--- src/rtl/controlunit.sv ---
// Multi-cycle instruction control FSM: IDLE -> FETCH -> DECODE -> EXEC -> WB.
// Optional HALT latch on opcode F is enabled by defining CU_HALT_EN.
module controlunit #(
  parameter int OPW = 4,
  parameter int AFW = 4
) (
  input  logic           clk,
  input  logic           rst,
  input  logic           en,
  input  logic [OPW-1:0] OP,
  output logic           clk_out,
  output logic           immed_sel,
  output logic           w_en,
  output logic [AFW-1:0] alu_func,
  output logic           flag_en,
  output logic           mem_sel,
  output logic           mem_en,
  output logic           pc_sel
);

  typedef enum logic [2:0] {
    IDLE   = 3'd0,
    FETCH  = 3'd1,
    DECODE = 3'd2,
    EXEC   = 3'd3,
    WB     = 3'd4
  } state_t;

  state_t         state_reg, state_next;
  logic [OPW-1:0] op_reg, op_next;
  logic           halted_reg, halted_next;

  // Per-opcode control word, before phase gating
  logic [AFW-1:0] dec_alu;
  logic           dec_immed, dec_flag, dec_w, dec_memsel, dec_memen, dec_pc;

  always_ff @(posedge clk) begin
    if (rst) begin
      state_reg  <= IDLE;
      op_reg     <= '0;
      halted_reg <= 1'b0;
    end else begin
      state_reg  <= state_next;
      op_reg     <= op_next;
      halted_reg <= halted_next;
    end
  end

  always_comb begin
    state_next  = state_reg;
    op_next     = op_reg;
    halted_next = halted_reg;
    if (halted_reg) begin
      state_next = IDLE;
    end else if (en) begin
      case (state_reg)
        IDLE:   state_next = FETCH;
        FETCH:  state_next = DECODE;
        DECODE: begin
          state_next = EXEC;
          op_next    = OP;
        end
        EXEC:   state_next = WB;
        WB: begin
          state_next = FETCH;
`ifdef CU_HALT_EN
          if (op_reg == 4'hF) begin
            state_next  = IDLE;
            halted_next = 1'b1;
          end
`endif
        end
        default: state_next = IDLE;
      endcase
    end
  end

  always_comb begin
    dec_alu    = '0;
    dec_immed  = 1'b0;
    dec_flag   = 1'b0;
    dec_w      = 1'b0;
    dec_memsel = 1'b0;
    dec_memen  = 1'b0;
    dec_pc     = 1'b0;
    if (!op_reg[3]) begin
      // Register-register ALU ops: function code equals the opcode
      dec_alu  = {1'b0, op_reg[2:0]};
      dec_flag = 1'b1;
      dec_w    = 1'b1;
    end else begin
      case (op_reg[2:0])
        3'd0, 3'd1: begin
          dec_alu   = {3'b000, op_reg[0]};
          dec_immed = 1'b1;
          dec_flag  = 1'b1;
          dec_w     = 1'b1;
        end
        3'd2: begin
          dec_immed  = 1'b1;
          dec_w      = 1'b1;
          dec_memsel = 1'b1;
        end
        3'd3: begin
          dec_immed = 1'b1;
          dec_memen = 1'b1;
        end
        3'd4: begin
          dec_alu  = 4'd1;
          dec_flag = 1'b1;
        end
        3'd5: begin
          dec_immed = 1'b1;
          dec_pc    = 1'b1;
        end
        3'd6: begin
          dec_alu = 4'd8;
          dec_w   = 1'b1;
        end
        default: ;
      endcase
    end
  end

  always_comb begin
    clk_out   = 1'b0;
    immed_sel = 1'b0;
    w_en      = 1'b0;
    alu_func  = '0;
    flag_en   = 1'b0;
    mem_sel   = 1'b0;
    mem_en    = 1'b0;
    pc_sel    = 1'b0;
    if (en && (state_reg == EXEC || state_reg == WB)) begin
      alu_func  = dec_alu;
      immed_sel = dec_immed;
      mem_sel   = dec_memsel;
      if (state_reg == EXEC) begin
        flag_en = dec_flag;
        mem_en  = dec_memen;
      end else begin
        w_en    = dec_w;
        pc_sel  = dec_pc;
        clk_out = 1'b1;
      end
    end
  end

endmodule

--- config.mk ---
export PLATFORM = sky130hd
export DESIGN_NAME = controlunit
export DESIGN_NICKNAME = d
export VERILOG_FILES = /design/src/rtl/controlunit.sv
export SDC_FILE = /design/constraint.sdc
export NUM_CORES = 1
export LEC_CHECK = 0
export ABC_CLOCK_PERIOD_IN_PS = 1400
export BUFFER_PORTS_ARGS = -buffer_cell sky130_fd_sc_hd__buf_2
export CORE_AREA = 5 5 42 44
export CTS_BUF_LIST = sky130_fd_sc_hd__clkbuf_8
export DETAILED_ROUTE_END_ITERATION = 7
export DIE_AREA = 0 0 47 49
export PLACE_DENSITY = 0.71
export SETUP_SLACK_MARGIN = 0.3
export SYNTH_ARGS = -nofsm -noshare
export SYNTH_HDL_FRONTEND = slang
export SYNTH_SLANG_ARGS = --single-unit
--- constraint.sdc ---
create_clock -name clk -period 1.4 [get_ports clk]
set_input_delay 0.14 -clock clk [delete_from_list [all_inputs] [get_ports clk]]
set_output_delay 0.14 -clock clk [all_outputs]
set_load 0.005 [all_outputs]
# Yosys cells after proc, flatten, opt, wreduce, memory -nomap -nowiden
# Index checks and enable logic that the tools add are counted.
# W data, S select, Z words.
dict set report totals {
  reg_bits 7
  wordCells 50
}
dict set report op_classes {
  n_eq_ne 10
  n_mux 28
  n_reduce_logical 10
}
# op count
set op_table {}
lappend op_table {{$mux W1} 24}
lappend op_table {{$eq A3 B2 Y1 const B} 4}
lappend op_table {{$eq A3 B3 Y1 const B} 4}
lappend op_table {{$pmux W3 S4} 1}
lappend op_table {{$pmux W4 S3} 1}
lappend op_table {{$mux W4} 2}
lappend op_table {{$eq A3 B1 Y1 const B} 2}
lappend op_table {{$logic_not A3 Y1} 2}
lappend op_table {{$reduce_or A5 Y1} 1}
lappend op_table {{$reduce_or A2 Y1} 2}
lappend op_table {{$reduce_or A4 Y1} 1}
lappend op_table {{$reduce_or A3 Y1} 1}
lappend op_table {{$reduce_and A2 Y1} 1}
lappend op_table {{$logic_and A1 B1 Y1} 1}
lappend op_table {{$logic_or A1 B1 Y1} 1}

# Logic depth before layout (Yosys ltp)
# Gate-level depths: netlist of the first run.
dict set report logic_depth {
  word_depth 6
  mapped_depth 4
  depth_no_buf 3
}

# Worst setup path before layout of the first run
# No wires, ideal clock.
dict set report synth_path {
  kind {reg-to-output}
  startpoint {register state_reg[1]}
  endpoint {output port alu_func[1]}
  t_arrival_ns 0.933
  required_time_ns 1.260
  path_slack_ns 0.327
  path_stages_with_launch 4
  path_buffers 0
  cell_sequence {dfxtp_1 > and3b_2 > o21ai_2 > nor3b_1}
}
dict set report synth_via {
  elab_chain_len 4
  elab_cells_between_ends 5
  classes_between {eq/ne (2); mux (1); reduce/logical (2)}
}
# element line
set synth_lines {}
lappend synth_lines {{from (decl)} 29} ;# state_t state_reg, state_next;
lappend synth_lines {{from (signal assigned)} 43} ;# state_reg <= state_next;
lappend synth_lines {{$eq A3 B2 Y1 or $eq A3 B3 Y1 (tied branches)} 134} ;# if (en && (state_reg == EXEC || state_reg == WB)) begin
lappend synth_lines {{$logic_or A1 B1 Y1 (*)} 134}
lappend synth_lines {{$logic_and A1 B1 Y1 (*)} 134}
lappend synth_lines {{$mux W4 (*)} 134}
lappend synth_lines {{to (decl)} 14} ;# output logic [AFW-1:0] alu_func,
# Every way passes the cells marked *; elsewhere a longest branch is shown, timed or not.

# Worst setup path in the final report of the first run
dict set report layout_path {
  startpoint {register state_reg[0]}
  endpoint {output port mem_sel}
}
dict set report layout_via {
  elab_chain_len 4
  elab_cells_between_ends 5
  classes_between {eq/ne (2); mux (1); reduce/logical (2)}
}
# element line
set layout_lines {}
lappend layout_lines {{$eq A3 B2 Y1 or $eq A3 B3 Y1 (tied branches)} 134}
lappend layout_lines {{$logic_or A1 B1 Y1 (*)} 134}
lappend layout_lines {{$logic_and A1 B1 Y1 (*)} 134}
lappend layout_lines {{$mux W1 (*)} 134}
lappend layout_lines {{to (decl)} 16} ;# output logic mem_sel,
# Marked as above.

==> results of run 1 <==
layer usage:
layer / GRT usage / wire (µm) / vias up
met5: 0 / 0 / -
met4: 0.05069 / 0 / 0
met3: 0.02214 / 77 / 0
met2: 0.1787 / 599 / 17
met1: 0.1261 / 486 / 220
li1: - / - / 242
power groups by stage:
stage | Sequential [µW] | Clock, µW | Combinational (µW)
after floorplan | 218 | 0 | 25.1
after CTS | 217 | 273 | 43.9
after global routing | 219 | 284 | 49.4
after detailed placement | 221 | 0 | 38.9
after global placement | 220 | 0 | 38.2
final | 218 | 265 | 44.9
placed cells by master, fill, tap and decap left out, types with 3 or more instances in the layout:
cell type and n:
a21oi_1 4, buf_2 17, clkbuf_8 3, dfxtp_2 4, dfxtp_4 3, inv_1 3
mux2i_1 5, nand2_1 5, nand2b_1 5, nor2_1 8, nor3_2 4
cells in the mapped netlist, types with 2 or more instances:
cell type / n
o21ai_0: 2
mux2i_1: 5
dfxtp_1: 7
a21oi_1: 4
nor3b_1: 2
nor3_1: 4
nor2_1: 9
nand2_1: 6
nor2b_1: 2
nand2b_1: 5
inv_1: 2
metrics by stage:
| step | total power [µW] | setup TNS, ps | worst slack, ps | hold WS (ps) | util |
|---|---|---|---|---|---|
| detailed placement | 260.0 | 0 | 106.3 | 382.4 | 0.3920 |
| finish | 528.1 | 0 | 9.498 | 155.6 | 0.4929 |
| global route | 552.0 | -226.8 | -57.64 | 178.2 | 0.4929 |
| floorplan | 243.2 | 0 | 327.1 | 209.1 | - |
| CTS | 534.1 | 0 | 12.87 | 155.8 | 0.4857 |
| global placement | 258.0 | 0 | 155.3 | 375.2 | 0.3920 |
worst max-delay path, delay by kind of cell, from the launching register on:
kind	cells	cell delay (ps)
flip-flops	1	360
AND/OR/NAND/NOR	2	300
AO/OA/AOI/OAI	1	240
buffers and inverters	1	130
layout make-up:
cell class / instances / share of cell area
Clock inverter: 1 / 0.005435
Multi-Input combinational cell: 47 / 0.5072
Timing Repair Buffer: 20 / 0.1612
Sequential cell: 7 / 0.2264
Clock buffer: 3 / 0.05978
Tap cell: 16 / 0.02899
Inverter: 2 / 0.01087
kinds of logic (layout without fill, tap and decap cells):
logic type      after synthesis  in the layout  share of synthesized area
mux                           5              5                     0.1099
buf+inv                       3             26                    0.04121
flops                         7              7                     0.3077
compound gates                9              9                     0.1319
simple gates                 33             33                     0.4093
worst min-delay path by stage:
stage	startpoint	slack, ps	cells after the start	end
3_3_place_gp	OP[2]	380	3	op_reg[2]
2_1_floorplan	rst	210	1	state_reg[2]
4_1_cts	OP[3]	160	3	op_reg[3]
3_5_place_dp	OP[3]	380	3	op_reg[3]
5_1_grt	OP[2]	180	3	op_reg[2]
6_report	OP[3]	160	3	op_reg[3]
timing repair:
| action | 4_1_cts | 5_1_grt |
|---|---|---|
| pin swaps | 15 | 1 |
| buffers inserted | 3 | 0 |
| endpoints found under the setup margin | 15 | 16 |
| endpoints found under the hold margin | 0 | 0 |
| hold buffers | 0 | 0 |
| resized for setup | 20 | 4 |
==> impl_metrics.tcl, run 1 <==
set metrics [dict create \
    status "complete, no violations" \
    clk_latency_ps 220 \
    cts_max_level 1 \
    clockPowerShare 0.502 \
    multi_input_area_um2 350.3 \
    overflow 0 \
    syn-cell-area_um2 455.4 \
    min_path_type "in2reg" \
    grt_max_degree 10 \
    reg2reg_from "state_reg[2]" \
    critPathRequiredTime_ps 1260 \
    grt_pass1_vias 469 \
    yosysSeqAreaShare 0.3077 \
    cts_buffer_depth 2 \
    syn_to_final_growth_pct 51.65 \
    ys_ff_latch 7 \
    startpoint_type "register" \
    clock-root-buffer "clkbuf_8" \
    grt_first_pass_wirelength_mm 1.911 \
    setup_violations 0 \
    min_period_ps 1391 \
    p_sw_frac 0.2107 \
    portBuffers 17 \
    synth_edf_count 0 \
    internal-power_uw 416.9 \
    worst_pin_slew_ps 263.8 \
    ys_warn_count 0 \
    ant_nets 0 \
    hold_viol_final 0 \
    rows 14 \
    insertedDiodeCount 0 \
    r2r_slack_ps 220 \
    cts.sinks 7 \
    rsz0062_at_grt "yes" \
    period_share 0.9932 \
    cts_tree "done" \
    nets 88 \
    fmax_mhz 719.2 \
    die-area_um2 2303 \
    avgRoutedWirePerCell_um 12.13 \
    async_reset_ff_frac 0 \
    antenna_found_initial 0 \
    vias 479 \
    synth.distinct_cells 20 \
    dp.cells 89 \
    drv_slew 0 \
    largest_register_ffs 4 \
    vias_per_cell 4.990 \
    die_x_um 47 \
    synth_top_area_share 0.3077 \
    start_util 0.3250 \
    gp_congestion 0.7183 \
    worst_path_max_delay_cell "dfxtp_4" \
    cp_max_fo 7 \
    reg2reg_depth 4 \
    drive_above_1_share 0.5500 \
    numCtsBuffers 3 \
    relSlewSlack 0.8234 \
    drt_iter0_markers 6 \
    die_h_um 49 \
    firstDrtPassIters 4 \
    pwr-share-comb 0.085 \
    io_pins 18 \
    synthFlopType "dfxtp_1" \
    crit_end "mem_sel" \
    synth_area_leaders "dfxtp_1 31%, mux2i_1 11%, nor2_1 7.4%, nand2b_1 6.9%, nand2_1 4.9%" \
    ir_drop_mv 0.7861 \
    finalInstanceArea_um2 690.7 \
    routed_wl_mm 1.164 \
    p_per_area_nw_per_um2 764.7 \
    power.net_switching_uw 111.3 \
    cp-end-kind "primary output" \
    slowest_delay_ps 360 \
    synth_area_per_cell_um2 7.990 \
    skew_ps 1.568 \
    r2r-end "op_reg[1]" \
    syn_inst 57 \
    remaining_drc_errors 0 \
    placed_cell_area_um2 549.3 \
    syn_nets 64 \
    dp_hpwl_um 828.6 \
    p_leak_uw 0.0002739 \
    cap_viol_max_count 0 \
    clk_pin_slew_worst_paths_ps 40 \
    path_cells "and3b_2 > o21ai_4 > nor3_2 > buf_2" \
    startpoint "state_reg[0]" \
    fp.coreArea_um2 1401 \
    pwr-share-seq 0.413 \
    synth_top_cell_by_area "dfxtp_1" \
    track_usage 0.1080 \
    final_cells 96 \
    worst-setup-path-type "reg2out" \
    cp.arrival_ps 1250 \
    fill_cells 138 \
    regArea_um2 156.4 \
]
Note: power is estimated with default switching activity, not from simulation.
==> run 2, diff against run 1 <==
ABC_AREA = 1   (was not set)
PLACE_DENSITY = 0.74   (was 0.71)
==> impl_metrics.tcl, run 2 <==
set metrics [dict create \
    finalInstanceArea_um2 723.2 \
    status "complete, no violations" \
    track_usage 0.1213 \
    dp_hpwl_um 919.5 \
    largest_register_ffs 4 \
    ant_nets 0 \
    holdWs_ps 110.8 \
    worst_pin_slew_ps 186.1 \
    firstDrtPassIters 3 \
    routed_wl_mm 1.237 \
    syn_to_final_growth_pct 46.33 \
    die_x_um 47 \
    critPathRequiredTime_ps 1260 \
    hold_viol_final 0 \
    rsz0062_at_grt "yes" \
    synth_edf_count 0 \
    syn-cell-area_um2 494.2 \
    cts_tree "done" \
    synth_area_leaders "dfxtp_1 28%, nand2_1 17%, nor2_1 17%, inv_1 11%, nand2_4 4.6%" \
    portBuffers 17 \
    drt_iter0_markers 9 \
    synth_common_cells "23 x nand2_1, 23 x nor2_1, 15 x inv_1, 7 x dfxtp_1, 4 x a21oi_1" \
    synth.distinct_cells 14 \
    ys_ff_latch 7 \
    final_cell_mix "21 x nand2_1, 17 x nor2_1, 17 x buf_2" \
    worst-setup-path-type "reg2out" \
    insertedDiodeCount 0 \
    p_leak_uw 0.0003820 \
    min_period_ps 1295 \
    fp.coreArea_um2 1401 \
    vias_per_cell 4.472 \
    numCtsBuffers 3 \
    fmax_mhz 772.0 \
    die-area_um2 2303 \
    syn_inst 86 \
    cts.sinks 7 \
    synth_top_area_share 0.2835 \
    start_util 0.3527 \
    clk_latency_ps 230 \
    cap_viol_max_count 0 \
    overflow 0 \
    power_uw 590.0 \
    async_reset_ff_frac 0 \
    placed_cell_area_um2 599.3 \
    vias 568 \
    synth_top_cell_by_area "dfxtp_1" \
    antenna_found_initial 0 \
    rows 14 \
    cts_max_level 1 \
    cp-end-kind "primary output" \
    gp_congestion 0.7380 \
    die_h_um 49 \
    cts_buffer_depth 2 \
    synthFlopType "dfxtp_1" \
    avgRoutedWirePerCell_um 9.740 \
    synth_area_per_cell_um2 5.747 \
    ys_warn_count 0 \
    drv_slew 0 \
    setup_violations 0 \
    p_per_area_nw_per_um2 815.8 \
    grt_pass1_vias 510 \
    startpoint_type "register" \
    yosysSeqAreaShare 0.2835 \
    tns_ps 0 \
    io_pins 18 \
    grt_max_degree 10 \
    remaining_drc_errors 0 \
    drive_above_1_share 0.4685 \
    ir_drop_mv 0.6255 \
    layout_commonest_cell "nand2_1" \
    period_share 0.9253 \
    syn_nets 93 \
    clock-root-buffer "clkbuf_8" \
    nets 119 \
    skew_ps 0.7755 \
    final_core_util 0.5161 \
    cp_max_fo 5 \
    grt_first_pass_wirelength_mm 2.035 \
    clk_pin_slew_worst_paths_ps 40 \
    min_path_type "in2reg" \
    relSlewSlack 0.8758 \
    cp.arrival_ps 1160 \
]
[run 2: changes by cell type after synthesis, moves of 3 or more]
cell      before  now
nand2_1        6   23
nor2_1         9   23
inv_1          2   15
mux2i_1        5    0
nand2b_1       5    0
nor3_1         4    0
nand3_1        0    3
[run 2: cells by family (layout without fill, tap and decap cells)]
logic type	after synthesis	in the layout	share of synthesized area
DFF	7	7	0.2835
buffers and inverters	16	40	0.1215
and+or+nand+nor	57	58	0.5316
AOI/OAI and AO/OA	6	6	0.06329
[run 2: stage by stage]
stage                     worst slack, ps  instances
after global routing                31.64        127
after CTS                           69.93        125
final                               104.6        127
after global placement              238.5        119
after floorplan                     412.1         86
after detailed placement            241.4        119
[run 2: final timing paths]
kind | from | end | slack, ps | cells after the start
max | state_reg[1] | mem_sel | 100 | 6
min | rst | state_reg[2] | 110 | 2
max reg2reg | state_reg[0] | op_reg[0] | 410 | 6
min reg2reg | op_reg[3] | op_reg[3] | 510 | 2
[run 2: final cells by class]
class | count | area (µm²)
clock buffer | 3 | 41.29
tap | 16 | 20.02
timing repair buffer | 20 | 107.6
sequential | 7 | 152.6
fill | 154 | 678.2
multi-input combinational | 64 | 337.8
inverter | 16 | 60.06
clock inverter | 1 | 3.754
[run 2: metal layers]
layer / part of all wire / GRT usage / vias to the layer above
met1: 0.37 / 0.1302 / 246
met4: 0.023 / 0.06912 / 0
met3: 0.053 / 0.04059 / 4
li1: - / - / 307
met2: 0.55 / 0.1968 / 11
met5: 0 / 0 / -
[run 2: power by group]
group / internal [µW] / total [µW] / switching, µW
logic: 36.4 / 91.7 / 55.2
registers: 211 / 226 / 14.7
clock network: 189 / 273 / 83.6
[run 2: critical path: stages (launching register included)]
cell and delay [ps]:
dfxtp_4 350, nor2_4 130, nand3_4 110, nand2_4 90, nand2_2 60, nor2_2 80, buf_2 110
[run 2: timing repair]
action / CTS / global route
hold buffers: 0 / 0
endpoints found under the setup margin: 11 / 14
buffers inserted: 2 / 1
cloned: 0 / 1
gates resized for setup: 13 / 11
pin swaps: 6 / 5
==> run 3, diff against run 2 <==
ABC_CLOCK_PERIOD_IN_PS = 1500   (was 1400)
clock period = 1.5 ns   (was 1.4 ns; I/O delays follow)
==> impl_metrics.tcl, run 3 (synthesized netlist as in run 2, its figures left out) <==
set metrics [dict create \
    overflow 0 \
    dp.cells 119 \
    pwr-share-comb 0.150 \
    antenna_found_initial 0 \
    clockPowerShare 0.466 \
    cp_max_fo 5 \
    grt_pass1_vias 509 \
    portBuffers 17 \
    finalInstanceArea_um2 714.4 \
    nets 118 \
    die-area_um2 2303 \
    largest_register_ffs 4 \
    grt_max_degree 10 \
    clk_latency_ps 230 \
    clk_pin_slew_worst_paths_ps 40 \
    pwr-share-seq 0.385 \
    firstDrtPassIters 3 \
    drt_iter0_markers 4 \
    insertedDiodeCount 0 \
    cts_tree "done" \
    min_path_type "in2reg" \
    fp.coreArea_um2 1401 \
    p_per_area_nw_per_um2 766.0 \
    relSlewSlack 0.8594 \
    power.net_switching_uw 140.4 \
    rsz0062_at_grt "yes" \
    die_h_um 49 \
    period_share 0.8733 \
    min_period_ps 1310 \
    drv_slew 0 \
    clock-root-buffer "clkbuf_8" \
    internal-power_uw 406.8 \
    io_pins 18 \
    drive_above_1_share 0.4455 \
    cp-end-kind "primary output" \
    startpoint_type "register" \
    p_sw_frac 0.2566 \
    cap_viol_max_count 0 \
    tns_ps 0 \
    numCtsBuffers 3 \
    vias_per_cell 4.484 \
    setup_violations 0 \
    grt_first_pass_wirelength_mm 2.035 \
    status "complete, no violations" \
    dp_hpwl_um 919.5 \
    final_core_util 0.5098 \
    critPathRequiredTime_ps 1350 \
    cts_max_level 1 \
    routed_wl_mm 1.207 \
    vias 565 \
    holdBufCountCts 0 \
    cp.arrival_ps 1160 \
    layout_commonest_cell "nand2_1" \
    worst_pin_slew_ps 210.4 \
    start_util 0.3527 \
    p_leak_uw 0.0003823 \
    ir_drop_mv 0.5806 \
    place_ws_ps 331.4 \
    final_cells 126 \
    die_x_um 47 \
    gp_congestion 0.7381 \
    rows 14 \
    skew_ps 1.551 \
    cts_buffer_depth 2 \
    worst-setup-path-type "reg2out" \
    finalWorstSetupSlack_ps 190.1 \
    fmax_mhz 763.4 \
    syn_to_final_growth_pct 44.56 \
    placed_cell_area_um2 599.3 \
    avgRoutedWirePerCell_um 9.579 \
    fill_cells 154 \
    remaining_drc_errors 0 \
    hold_viol_final 0 \
    ant_nets 0 \
    final_cell_mix "22 x nand2_1, 17 x nor2_1, 17 x buf_2" \
    cts.sinks 7 \
    track_usage 0.1213 \
]
run 3: layout make-up:
cell class | instances | area (µm²) | share of cell area
flip-flops and latches | 7 | 152.6 | 0.2137
clock inverters | 1 | 3.754 | 0.005254
inverters | 16 | 60.06 | 0.08406
repair buffers | 20 | 107.6 | 0.1506
clock buffers | 3 | 41.29 | 0.05779
multi-input cells | 63 | 329.1 | 0.4606
well taps | 16 | 20.02 | 0.02802
run 3: critical path, cell delays in order (launching register included):
cell	delay (ps)
dfxtp_4	350
nor2_4	130
nand3_4	110
nand2_4	90
nand2_2	60
nor2_2	80
buf_2	110
run 3: path summary, 6_finish.rpt:
path / cells after the start / slack [ps] / to / from
worst max-delay path: 6 / 190 / mem_sel / state_reg[1]
worst min-delay path: 2 / 120 / state_reg[2] / rst
worst max register to register: 6 / 470 / op_reg[0] / state_reg[2]
worst min register to register: 2 / 520 / op_reg[3] / op_reg[3]
run 3: power groups by stage:
stage                     clock [µW]  sequential (µW)  combinational (µW)
after CTS                        263              209                76.5
after floorplan                    0              207                51.8
after global placement             0              209                68.5
final                            255              211                81.8
after detailed placement           0              209                69.5
after global routing             277              212                93.4
run 3: routing by layer:
| layer | track usage | wire, µm | vias up |
|---|---|---|---|
| met5 | 0 | 0 | - |
| met4 | 0.06912 | 29 | 0 |
| met3 | 0.04059 | 65 | 4 |
| met1 | 0.1325 | 466 | 245 |
| met2 | 0.1946 | 646 | 11 |
| li1 | - | - | 305 |
run 3: repair_timing:
item                                    4_1_cts  5_1_grt
buffers inserted                              1        2
endpoints found under the setup margin       11       11
pin swaps                                     6        4
gates resized for setup                      12       10
endpoints found under the hold margin         0        0
run 3: through the flow:
step	hold WS [ps]	total power [µW]
global placement	364.0	277.2
CTS	116.2	548.5
global route	135.6	582.4
floorplan	219.1	258.7
detailed placement	363.8	278.8
finish	117.3	547.2
